## src/rtl/cdb_arbiter.sv

```systemverilog
`default_nettype none
// ============================================================================
// Module   : cdb_arbiter
// Brief    : Common data bus arbiter granting one of four result producers
//            per cycle and registering the winner onto the CDB. Round-robin by
//            default; define CDB_ARB_FIXED_PRIO_EN for fixed priority
//            mult > int > div > ldst.
// Revision : 1.0 - initial release
// ============================================================================
module cdb_arbiter (
  input  logic         clk,
  input  logic         rst,
  input  logic [3:0]   req_valid,
  input  logic [127:0] req_data,
  input  logic [23:0]  req_tag,
  input  logic [3:0]   req_branch,
  input  logic [3:0]   req_branch_taken,
  output logic [3:0]   req_ack,
  input  logic         flush,
  output logic [31:0]  cdb_data,
  output logic [5:0]   cdb_tag,
  output logic         cdb_valid,
  output logic         cdb_branch,
  output logic         cdb_branch_taken
);

  logic        w_gnt;
  logic [1:0]  w_sel;
  logic [3:0]  w_ack;

  logic [31:0] r_cdb_data;
  logic [5:0]  r_cdb_tag;
  logic        r_cdb_valid;
  logic        r_cdb_branch;
  logic        r_cdb_branch_taken;

`ifdef CDB_ARB_FIXED_PRIO_EN
  always_comb begin
    w_gnt = 1'b0;
    w_sel = 2'd0;
    if (req_valid[1]) begin
      w_gnt = 1'b1;
      w_sel = 2'd1;
    end else if (req_valid[0]) begin
      w_gnt = 1'b1;
      w_sel = 2'd0;
    end else if (req_valid[2]) begin
      w_gnt = 1'b1;
      w_sel = 2'd2;
    end else if (req_valid[3]) begin
      w_gnt = 1'b1;
      w_sel = 2'd3;
    end
  end
`else
  logic [1:0] r_ptr;
  logic [1:0] w_idx;

  // Search starts at the pointer and wraps modulo 4.
  always_comb begin
    w_gnt = 1'b0;
    w_sel = 2'd0;
    w_idx = 2'd0;
    for (int k = 0; k < 4; k++) begin
      w_idx = r_ptr + k[1:0];
      if (!w_gnt && req_valid[w_idx]) begin
        w_gnt = 1'b1;
        w_sel = w_idx;
      end
    end
  end

  always_ff @(posedge clk or posedge rst) begin
    if (rst) begin
      r_ptr <= 2'd0;
    end else if (w_gnt && !flush) begin
      r_ptr <= w_sel + 2'd1;
    end
  end
`endif

  // No grant is issued while flushing or in reset; requests stay pending.
  always_comb begin
    w_ack = 4'b0000;
    if (w_gnt && !flush && !rst) begin
      w_ack[w_sel] = 1'b1;
    end
  end

  always_ff @(posedge clk or posedge rst) begin
    if (rst) begin
      r_cdb_valid        <= 1'b0;
      r_cdb_data         <= 32'd0;
      r_cdb_tag          <= 6'd0;
      r_cdb_branch       <= 1'b0;
      r_cdb_branch_taken <= 1'b0;
    end else if (w_gnt && !flush) begin
      r_cdb_valid        <= 1'b1;
      r_cdb_data         <= req_data[32*w_sel +: 32];
      r_cdb_tag          <= req_tag[6*w_sel +: 6];
      r_cdb_branch       <= req_branch[w_sel];
      r_cdb_branch_taken <= req_branch_taken[w_sel];
    end else begin
      r_cdb_valid        <= 1'b0;
      r_cdb_data         <= 32'd0;
      r_cdb_tag          <= 6'd0;
      r_cdb_branch       <= 1'b0;
      r_cdb_branch_taken <= 1'b0;
    end
  end

  assign req_ack          = w_ack;
  assign cdb_valid        = r_cdb_valid;
  assign cdb_data         = r_cdb_data;
  assign cdb_tag          = r_cdb_tag;
  assign cdb_branch       = r_cdb_branch;
  assign cdb_branch_taken = r_cdb_branch_taken;

endmodule
`default_nettype wire

```

## config.mk

```make
export PLATFORM = sky130hd
export DESIGN_NAME = cdb_arbiter
export DESIGN_NICKNAME = d
export VERILOG_FILES = /design/src/rtl/cdb_arbiter.sv
export SDC_FILE = /design/constraint.sdc
export NUM_CORES = 1
export LEC_CHECK = 0
export BUFFER_PORTS_ARGS = -buffer_cell sky130_fd_sc_hd__buf_2
export CAP_MARGIN = 15
export CORE_ASPECT_RATIO = 1.5
export CORE_UTILIZATION = 37
export DETAILED_ROUTE_END_ITERATION = 8
export PLACE_DENSITY = 0.78
export SYNTH_ARGS = -nofsm -noshare
export SYNTH_HDL_FRONTEND = slang
export SYNTH_SLANG_ARGS = --single-unit
```

## constraint.sdc

```tcl
create_clock -name clk -period 1.7 [get_ports clk]
set_input_delay 0 -clock clk [delete_from_list [all_inputs] [get_ports clk]]
set_output_delay 0 -clock clk [all_outputs]
set_load 0.005 [all_outputs]
```

==> summary.md <==
| Metric | Value |
|---|---|
| Result of the run | `finished with violations` |
| Violations in the final reports | `negative setup slack` |
| Leak | `around 2.7 nW` |
| Setup repair after global routing missed its margin | `yes` |
| Clock tree from TritonCTS | `done` |
| Total global-route track usage | `between 20% and 30%` |
| Biggest area contributors in the synthesized netlist | `dfrtp_1, mux2i_1, o22ai_2` |
| Layout area overhead | `76.2%` |
| Sequence of cells on the critical path | `nand2_1, nand3b_1, a2bb2oi_4, buf_6, buf_6, inv_4, ha_2, and3_1, buf_2` |
| Maximum net fanout on the critical path | `4` |
| Initial DRC count | `100` |
| Cell depth of the worst flop-to-flop path | `10` |
| Post-synthesis adder-cell area fraction | `roughly 1.8%` |
| GP Congestion | `between 0.7 and 0.8` |
| Maximum clock frequency | `roughly 0.55 GHz` |
| Path class of the lowest-slack min-delay path | `in2reg` |
| Global-route wire length before repair | `between 10 and 15 mm` |
| Slack of the worst reg-to-reg path | `-0.10 ns` |
| Synth top area share | `between 30% and 40%` |
| Kind of cell with the highest combined delay on the critical path | `flip-flops` |
| PortBufs | `between 200 and 250` |
| Endpoint arrival time on the critical path | `roughly 1.8 ns` |
| Post-layout worst setup margin | `-0.115 ns` |
| Clock transition at the register clock pins on the worst setup and hold paths after CTS | `0.08 ns` |
| Number of sinks driven by the clock tree | `43` |
| Final core utilization | `68.6%` |
| Maximum number of pins on one net before global-route repair | `24` |
| Worst setup skew after layout | `between 0.004 and 0.005 ns` |
| Post-detailed-placement cell area | `roughly 4100 um^2` |
| Clock insertion delay at the later pin of the skew report | `0.29 ns` |
| Cell area power density | `between 1000 and 1500 nW/um^2` |
| Mean instance size in the synthesized netlist | `roughly 14 um^2` |
| Number of rows in the core area | `38` |
| Final setup violation count | `46` |
| R2R Path End | `cdb_data[7]` |
| Number of buffers and inverters on the critical path | `4` |
| End point of the worst hold path | `cdb_data[8]` |
| Post-synthesis xor/xnor area fraction | `0%` |
| Die extent in x | `about 74 um` |
| Worst Max-Slew Pin Slew | `about 0.46 ns` |
| Antenna violations before repair | `0` |
| Finished Cell Area | `5020 um^2` |
| H-tree level count | `2` |
| Detailed-router iteration count before antenna repair | `4` |
| Max-cap viol count | `0` |
| Flops & latches, synth | `43` |
| Area of the die | `slightly above 8000 um^2` |
| Share of the cycle needed by the critical path after routing | `107%` |
| DRC violations left | `0` |
| Data required time at the worst endpoint | `1.70 ns` |
| Post-synthesis instance total | `208` |
| Number of CTS-inserted buffers | `5` |
| Final HPWL from detailed placement | `about 6.4 mm` |
| Average via count per standard cell | `~5.0` |
| Largest area contributor in the synthesized netlist | `dfrtp_1` |
| Initial core utilization | `between 30 and 40%` |
| Number of hold-slack violations in the final timing report | `0` |
| Most frequent cell on the critical path | `buf_6` |
| Type of element capturing the critical path | `primary output` |
| Clock tree buffer depth | `2` |
| Synthesized netlist net count | `about 380` |
| Type of the worst setup path | `reg2out` |
| Combinational family with the most area after synthesis | `multiplexers` |
| Routed Wire Length | `10.1 mm` |
| Clock tree root buffer cell | `clkbuf_8` |
| Mux cell area share after synthesis | `28.9%` |
| Net count reported at finish | `roughly 660` |
| Headroom to the max-slew limit | `between 60 and 70%` |
| Core region area | `between 7000 and 8000 um^2` |
| Crit-path slowest cell | `dfrtp_1` |
| Area fraction in compound gates after synthesis | `a little under a fifth` |
| Vias post-DR | `about 2900` |
| Total overflow reported by the global router | `0` |
| Clock period minus worst slack | `between 1.5 and 2 ns` |
| Portion of the post-synthesis area used by sequential elements | `between 30% and 40%` |
| Cell area after technology mapping | `between 2000 and 3000 um^2` |
| Warning count from the yosys run | `0` |
| R2r startpoint | `r_ptr[1]` |
| Hold Path Cell Cnt | `3` |
| Count of antenna-violating nets left after detailed routing | `0` |
| Count of cell types in the netlist | `24` |
| Final count of pins violating max slew | `0` |
| CP startpoint kind | `flip-flop` |
| Start point of the worst min-delay path | `req_data[8]` |
| Routed WL per cell | `between 15 and 20 um` |
| Basic-gate share of the synthesized area counting and, or, nand and nor cells | `under 10%` |
| Number of placed I/O pins | `212` |
| Die span in y | `~110 um` |
| Diode count | `0` |
| Highest ir drop seen on vdd | `~0.66 mV` |
| Vias in the first global route | `~2900` |
| Share of layout cells above drive strength 1 | `between 70% and 80%` |
| CP max stage delay | `between 0.4 and 0.5 ns` |
-- area by class of cell --
class	count	area, um^2
Tap cell	100	125
Sequential cell	43	1080
Fill cell	575	2300
Timing Repair Buffer	289	2020
Multi-Input combinational cell	145	1700
Clock inverter	1	5.00
Clock buffer	7	76.3
Inverter	4	17.5
-- worst reg2reg max path: stages, from the launching register on --
cell and delay [ns]:
dfrtp_1 0.42, buf_6 0.12, mux2i_1 0.17, nor2_1 0.09, nor3_4 0.18, inv_2 0.09
buf_4 0.14, buf_6 0.12, nand2_8 0.11, clkbuf_16 0.18, o22ai_2 0.06
-- what timing repair did --
item,4_1_cts,5_1_grt
endpoints found under the setup margin,9,44
resized for setup,18,36
endpoints found under the hold margin,59,0
pin swaps,4,11
hold buffers,25,0
cloned,0,12
buffers inserted,7,10
-- state kept, by name, indices dropped and copies added (netlist names) --
signal            flops
cdb_tag               6
cdb_valid             1
cdb_branch            1
cdb_branch_taken      1
r_ptr                 2
cdb_data             32
-- synth_stat cells (all sizes together) --
cell type and instances:
a21oi 3, a2bb2oi 1, and3 4, buf 14
clkbuf 3, dfrtp 43, ha 4, inv 4
mux2 1, mux2i 81, nand2 3, nand3b 1
nor2 2, nor3 1, nor3b 1, nor4 1
o21ai 1, o22ai 40
-- through the flow --
step | power [W] | hold slack [ns] | setup WS [ns] | cells | TNS (ns)
after floorplan | 0.00312 | 0.112 | 0.0172 | 208 | 0
after global placement | 0.00384 | -0.123 | 0.0606 | 527 | 0
after detailed placement | 0.00390 | -0.118 | 0.00291 | 527 | 0
after CTS | 0.00476 | 0.000711 | -0.0813 | 567 | -0.639
after global routing | 0.00574 | 0.00786 | -0.207 | 589 | -6.63
final | 0.00545 | 0.000929 | -0.115 | 589 | -3.01
-- worst max-delay path by stage --
stage,end,slack [ns],cells after the start,startpoint
4_1_cts,req_ack[1],-0.08,8,r_ptr[1]
3_5_place_dp,cdb_tag[1],0.003,7,r_ptr[1]
2_1_floorplan,r_ptr[1],0.02,7,r_ptr[1]
5_1_grt,req_ack[0],-0.21,9,r_ptr[1]
3_3_place_gp,cdb_data[15],0.06,7,r_ptr[0]
6_report,req_ack[0],-0.11,9,r_ptr[1]
-- layout by cell type (no fill, tap or decap), drive strengths merged --
master and n:
a21oi 3, a2bb2oi 1, and3 4, buf 256
clkbuf 15, clkinv 1, dfrtp 43, dlygate4sd3 25
ha 4, inv 4, mux2 1, mux2i 81
nand2 4, nand3b 1, nor2 2, nor3 1
nor3b 1, nor4 1, o21ai 1, o22ai 40
-- power by group --
group	internal (W)	switching [W]
Combinational	0.00198	0.00148
Sequential	0.00128	0.0000818
Clock	0.000289	0.000340
-- cells by family after synthesis --
| logic type | after synthesis |
|---|---|
| AOI/OAI and AO/OA | 45 |
| adders and majority gates | 4 |
| buffers and inverters | 21 |
| DFF | 43 |
| muxes | 82 |
| and+or+nand+nor | 13 |
-- layer usage --
layer / wire length, um / vias to the layer above / track usage (%)
met2: 5890 / 119 / 42.7
met4: 332 / 0 / 8.65
met1: 3490 / 1425 / 20.8
li1: - / 1350 / -
met3: 426 / 27 / 2.93
met5: 0 / - / 0
No activity file was read; power rests on OpenSTA's default activity.
